## src/rtl/regbus_arbiter.sv

```systemverilog
// -----------------------------------------------------------------------------
// regbus_arbiter
//   Shares the internal register bus between two command masters
//   (m0 = host AXI-lite bridge, m1 = on-board sequencing logic). Commands are
//   accepted with round-robin arbitration. One bus transaction is issued at a
//   time. Read data and an acknowledge go back to the master that issued it.
//
// Optional feature (macro REGBUS_TIMEOUT_EN):
//   When defined, a bus wait that lasts TIMEOUT_CYCLES cycles completes with
//   err=1. A read that times out returns 32'hDEAD_BEEF.
//   When undefined, the block waits for bus_ready indefinitely and the err
//   outputs are tied to 0.
//
// Ports:
//   axi_aclk, axi_areset      clock, synchronous active-high reset
//   mN_valid / mN_ready       command handshake (ready is combinational, IDLE only)
//   mN_we, mN_addr, mN_wdata  command payload
//   mN_ack, mN_rdata, mN_err  completion pulse, held read data, timeout flag
//   addressbus, databus_out   latched bus address / write data (0 in IDLE)
//   databus_in, bus_ready     target read data and completion
//   readsignal, writesignal   one-cycle bus strobes
// -----------------------------------------------------------------------------
module regbus_arbiter #(
  parameter int unsigned AWIDTH         = 32,
  parameter int unsigned DWIDTH         = 32,
  parameter int unsigned TIMEOUT_CYCLES = 255
) (
  input  logic              axi_aclk,
  input  logic              axi_areset,

  input  logic              m0_valid,
  output logic              m0_ready,
  input  logic              m0_we,
  input  logic [AWIDTH-1:0] m0_addr,
  input  logic [DWIDTH-1:0] m0_wdata,
  output logic              m0_ack,
  output logic [DWIDTH-1:0] m0_rdata,
  output logic              m0_err,

  input  logic              m1_valid,
  output logic              m1_ready,
  input  logic              m1_we,
  input  logic [AWIDTH-1:0] m1_addr,
  input  logic [DWIDTH-1:0] m1_wdata,
  output logic              m1_ack,
  output logic [DWIDTH-1:0] m1_rdata,
  output logic              m1_err,

  output logic [AWIDTH-1:0] addressbus,
  output logic [DWIDTH-1:0] databus_out,
  input  logic [DWIDTH-1:0] databus_in,
  output logic              readsignal,
  output logic              writesignal,
  input  logic              bus_ready
);

  typedef enum logic [1:0] {
    S_IDLE  = 2'd0,
    S_ISSUE = 2'd1,
    S_WAIT  = 2'd2,
    S_DONE  = 2'd3
  } state_e;

  localparam logic [31:0] TIMEOUT_RDATA = 32'hDEAD_BEEF;

  state_e              state_q, state_d;
  logic                owner_q;     // 0 = m0, 1 = m1
  logic                we_q;
  logic                rr_q;        // master granted last time
  logic [AWIDTH-1:0]   addr_q;
  logic [DWIDTH-1:0]   wdata_q;
  logic [DWIDTH-1:0]   rdata0_q, rdata1_q;

  logic                gnt0_c, gnt1_c;
  logic                accept_c;
  logic                busy_c;
  logic                finish_c;
  logic                timeout_hit_c;

  // On a tie the master not granted last time wins.
  assign gnt0_c   = m0_valid && (!m1_valid || rr_q);
  assign gnt1_c   = m1_valid && (!m0_valid || !rr_q);
  assign accept_c = (state_q == S_IDLE) && !axi_areset && (gnt0_c || gnt1_c);
  assign busy_c   = (state_q == S_ISSUE) || (state_q == S_WAIT);
  // bus_ready wins over a timeout reached in the same cycle.
  assign finish_c = busy_c && (bus_ready || timeout_hit_c);

`ifdef REGBUS_TIMEOUT_EN
  localparam int unsigned CNT_W = 16;

  logic [CNT_W-1:0] cnt_q;
  logic             err0_q, err1_q;

  // The limit is reached on the cycle whose increment would make cnt hit it.
  assign timeout_hit_c = busy_c && !bus_ready &&
                         ((17'({1'b0, cnt_q}) + 17'd1) == 17'(TIMEOUT_CYCLES));

  // Wait counter: cleared on acceptance, counts ISSUE/WAIT cycles without bus_ready.
  always_ff @(posedge axi_aclk) begin
    if (axi_areset) begin
      cnt_q <= '0;
    end else if (accept_c) begin
      cnt_q <= '0;
    end else if (busy_c && !bus_ready) begin
      cnt_q <= cnt_q + CNT_W'(1);
    end
  end

  // Error flags, updated with the owner's completion and held until its next one.
  always_ff @(posedge axi_aclk) begin
    if (axi_areset) begin
      err0_q <= 1'b0;
      err1_q <= 1'b0;
    end else if (finish_c) begin
      if (!owner_q) err0_q <= !bus_ready;
      else          err1_q <= !bus_ready;
    end
  end

  assign m0_err = err0_q;
  assign m1_err = err1_q;
`else
  logic unused_timeout_cfg;

  // The timeout limit only matters when the timeout logic is built in.
  assign unused_timeout_cfg = ^32'(TIMEOUT_CYCLES);
  assign timeout_hit_c      = 1'b0;
  assign m0_err             = 1'b0;
  assign m1_err             = 1'b0;
`endif

  // State register.
  always_ff @(posedge axi_aclk) begin
    if (axi_areset) state_q <= S_IDLE;
    else            state_q <= state_d;
  end

  // Next-state logic.
  always_comb begin
    state_d = state_q;
    case (state_q)
      S_IDLE:  if (accept_c) state_d = S_ISSUE;
      S_ISSUE: state_d = finish_c ? S_DONE : S_WAIT;
      S_WAIT:  if (finish_c) state_d = S_DONE;
      S_DONE:  state_d = S_IDLE;
      default: state_d = S_IDLE;
    endcase
  end

  // Output decode; everything is forced low while reset is asserted.
  always_comb begin
    m0_ready    = 1'b0;
    m1_ready    = 1'b0;
    m0_ack      = 1'b0;
    m1_ack      = 1'b0;
    readsignal  = 1'b0;
    writesignal = 1'b0;
    addressbus  = '0;
    databus_out = '0;
    if (!axi_areset) begin
      case (state_q)
        S_IDLE: begin
          m0_ready = gnt0_c;
          m1_ready = gnt1_c;
        end
        S_ISSUE: begin
          readsignal  = !we_q;
          writesignal = we_q;
          addressbus  = addr_q;
          databus_out = wdata_q;
        end
        S_WAIT: begin
          addressbus  = addr_q;
          databus_out = wdata_q;
        end
        S_DONE: begin
          m0_ack      = !owner_q;
          m1_ack      = owner_q;
          addressbus  = addr_q;
          databus_out = wdata_q;
        end
        default: ;
      endcase
    end
  end

  // Command latch, round-robin pointer and per-master read data.
  always_ff @(posedge axi_aclk) begin
    if (axi_areset) begin
      owner_q  <= 1'b0;
      we_q     <= 1'b0;
      addr_q   <= '0;
      wdata_q  <= '0;
      rr_q     <= 1'b1;
      rdata0_q <= '0;
      rdata1_q <= '0;
    end else begin
      if (accept_c) begin
        owner_q <= gnt1_c;
        we_q    <= gnt1_c ? m1_we    : m0_we;
        addr_q  <= gnt1_c ? m1_addr  : m0_addr;
        wdata_q <= gnt1_c ? m1_wdata : m0_wdata;
      end
      // Read data lands on the edge into DONE so it is valid alongside ack.
      if (finish_c && !we_q) begin
        if (!owner_q) rdata0_q <= bus_ready ? databus_in : DWIDTH'(TIMEOUT_RDATA);
        else          rdata1_q <= bus_ready ? databus_in : DWIDTH'(TIMEOUT_RDATA);
      end
      if (state_q == S_DONE) rr_q <= owner_q;
    end
  end

  assign m0_rdata = rdata0_q;
  assign m1_rdata = rdata1_q;

endmodule

```

## config.mk

```make
export PLATFORM = sky130hd
export DESIGN_NAME = regbus_arbiter
export DESIGN_NICKNAME = d
export VERILOG_FILES = /design/src/rtl/regbus_arbiter.sv
export SDC_FILE = /design/constraint.sdc
export NUM_CORES = 1
export LEC_CHECK = 0
export ABC_AREA = 1
export CORE_MARGIN = 4
export CORE_UTILIZATION = 40
export DETAILED_ROUTE_END_ITERATION = 10
export PLACE_DENSITY_LB_ADDON = 0.15
export SLEW_MARGIN = 20
export SYNTH_ARGS = -nofsm -noshare
export SYNTH_HDL_FRONTEND = slang
export SYNTH_SLANG_ARGS = --single-unit
```

## constraint.sdc

```tcl
create_clock -name axi_aclk -period 2.6 [get_ports axi_aclk]
set_clock_uncertainty 0.05 [all_clocks]
set_input_delay 0.26 -clock axi_aclk [delete_from_list [all_inputs] [get_ports axi_aclk]]
set_output_delay 0.26 -clock axi_aclk [all_outputs]
set_load 0.005 [all_outputs]
```

==> impl_metrics.json <==
{
  "synth_top_cells_by_count": "nand2_1, inv_1, dfxtp_1, nand3_1, nor2_1",
  "synth_top_family_by_area": "simple AND/OR/NAND/NOR gates",
  "max-vdd-ir-drop_uv": 472.3,
  "yosys-top-cells-area": "dfxtp_1, nand2_1, inv_1",
  "grtUsageMet1_pct": 27.45,
  "synth_fa_ha_area_share_pct": 0.9599,
  "io_buffers": 300,
  "synth_compound_gate_area_share_pct": 10.33,
  "die_x_um": 135.6,
  "yosysSeqAreaShare_pct": 40.85,
  "nNetsFinal": 1447,
  "die_area_um2": 18400,
  "relSlewSlack_pct": 61.41,
  "leakage_nw": 4.474,
  "drv_slew": 0,
  "crit_path_start": "state_q[0]",
  "netlist_instances": 1013,
  "vias_per_cell": 4.743,
  "p_per_area_nw_per_um2": 818.4,
  "holdCritStartpoint": "axi_areset",
  "whs_path_depth": 2,
  "cts_root_buffer": "clkbuf_16",
  "grt_use_met3_pct": 8.135,
  "status": "finished, final reports clean",
  "crit_path_max_incr_delay_ps": 550,
  "whs_ps": 132.7,
  "cp_max_fo": 26,
  "critical_path.cell_chain": "inv_1 > ha_2 > buf_4 > nor3_1 > clkdlybuf4s50_1",
  "clk_latency_ps": 400,
  "cap_violations": 0,
  "min_period_ps": 2501,
  "post_cts_buffers": 0,
  "worst_slew_pin_slew_ps": 578.1,
  "drt_iter0_drc": 282,
  "cts.sinks": 133,
  "hold_viol": 0,
  "rows": 46,
  "antenna_left": 0,
  "drive_gt1_share_pct": 7.298,
  "synth_edf_count": 0,
  "grt_overflow": 0,
  "hpwl_mm": 15.92,
  "rsz0062_at_grt": "yes",
  "crit_path_top_delay_cell": "clkdlybuf4s50_1",
  "yosysMostFrequentCell": "nand2_1",
  "core_area_um2": 15940,
  "setup_viol": 0,
  "gp_congestion": 0.8309,
  "cts_buffer_depth": 2,
  "ioPinCount": 303,
  "cts_tree": "built",
  "dieHeight_um": 135.6,
  "antenna_found_initial": 0,
  "post-place-cells": 1472,
  "vias": 7134,
  "crit_family": "buffers and inverters",
  "dr.pass1.iters": 7,
  "synth_xor_area_share_pct": 0,
  "synth_top_area_share_pct": 40.85,
  "grt_max_degree": 66,
  "met2_usage_pct": 40.10,
  "yosys.area.top_type": "dfxtp_1",
  "cp_data_required_time_ps": 2290,
  "min_path_type": "in -> reg",
  "ys.flop_type": "dfxtp_1",
  "worst-path-stages": 5,
  "synth-async-reset-ratio_pct": 0,
  "drt-total-wl_mm": 22.13,
  "cts_buffers": 17,
  "synthSimpleGateAreaFrac_pct": 33.73,
  "h-tree-depth": 4,
  "start_util_pct": 40.88,
  "synthMuxAreaShare_pct": 0,
  "start_kind": "flip-flop",
  "reg2regPathDepth": 8,
  "grt.busiest_layer": "met2",
  "grt_pass1_vias": 6775,
  "path_clk_slew_ps": 60,
  "ys_seq_elements": 133,
  "grt_usage_pct": 23.57,
  "drc_errors": 0,
  "fin_cells": 1504,
  "fmax_ghz": 0.3998,
  "cts-hold-fix-buffers": 0,
  "cp.buffers_inverters": 3,
  "area_growth_pct": 58.28,
  "grt_pass1_wl_mm": 34.78,
  "cp_data_arrival_time_ps": 2190,
  "diodes": 0,
  "synth.avg_cell_area_um2": 6.434,
  "timing.setup.critical_path_class": "reg -> out",
  "final.period_utilization_pct": 96.19,
  "end_kind": "output port",
  "netlist_area_um2": 6518,
  "ys_types": 23,
  "r2r-start": "state_q[0]",
  "wl_per_cell_um": 14.72,
  "yosysWarnings": 0
}
## metal layers
layer  part of all wire (%)  wire length (um)
met5                      0                 0
met3                    8.6              1900
met2                     49             10750
met1                     41              8973
met4                    2.3               510
## registers in the layout (all words and copies together) (netlist names)
register and cells:
rr_q 1, m1_rdata 32, wdata_q 32, addr_q 32
state_q 2, m0_rdata 32, we_q 1, owner_q 1
## logic make-up after synthesis
logic type,Yosys count
AOI/OAI and AO/OA,134
adders and majority gates,5
buffers and inverters,231
DFF,133
other,1
and+or+nand+nor,509
## through the flow
step | area, um2 | utilization, % | TNS (ps) | setup slack [ps] | power, mW
4_1_cts | 10270 | 64.42 | 0 | 13.10 | 8.500
2_1_floorplan | 6521 | - | 0 | 878.2 | 4.645
3_5_place_dp | 9691 | 60.78 | 0 | 456.9 | 6.115
5_1_grt | 10320 | 64.71 | -19.31 | -10.45 | 9.064
6_report | 10320 | 64.71 | 0 | 98.98 | 8.443
3_3_place_gp | 9691 | 60.78 | 0 | 474.2 | 6.064
## area by class of cell
type,count,area (um2)
inverters,153,574.3
flip-flops and latches,133,2663
clock buffers,17,425.4
clock inverters,15,153.9
fillers,1476,5627
multi-input cells,650,2998
repair buffers,320,3232
well taps,216,270.3
## where the power goes
group | leakage [nW] | switching [mW] | internal, mW | total, mW
clock | 0.276 | 0.936 | 1.41 | 2.35
sequential | 1.10 | 0.215 | 2.68 | 2.89
combinational | 3.10 | 1.73 | 1.48 | 3.20
## cells in the final DEF (no fill, tap or decap), drive strengths merged
master	netlist	layout
clkbuf	44	17
nand3b	1	1
clkinv	0	6
inv	153	156
nand4	1	1
or2	24	24
o21ai	98	98
nand2	247	247
clkdlybuf4s50	0	298
nor2	70	70
nor3	68	68
dfxtp	133	133
conb	1	2
bufinv	0	2
nand3	98	98
buf	34	21
clkinvlp	0	4
ha	5	5
dlymetal6s2s	0	1
a21oi	35	35
a211oi	1	1
## worst paths after layout
| kind | slack (ps) | to |
|---|---|---|
| setup / recovery | 100 | databus_out[4] |
| hold reg to reg | 410 | m1_rdata[0] |
| hold / removal | 130 | state_q[0] |
| setup reg to reg | 600 | m1_rdata[16] |
## repair_timing
item | CTS | global route
endpoints found under the hold margin | 0 | 0
endpoints found under the setup margin | 0 | 35
gates resized for setup | 0 | 10
Power figures use the tool's default switching activity.
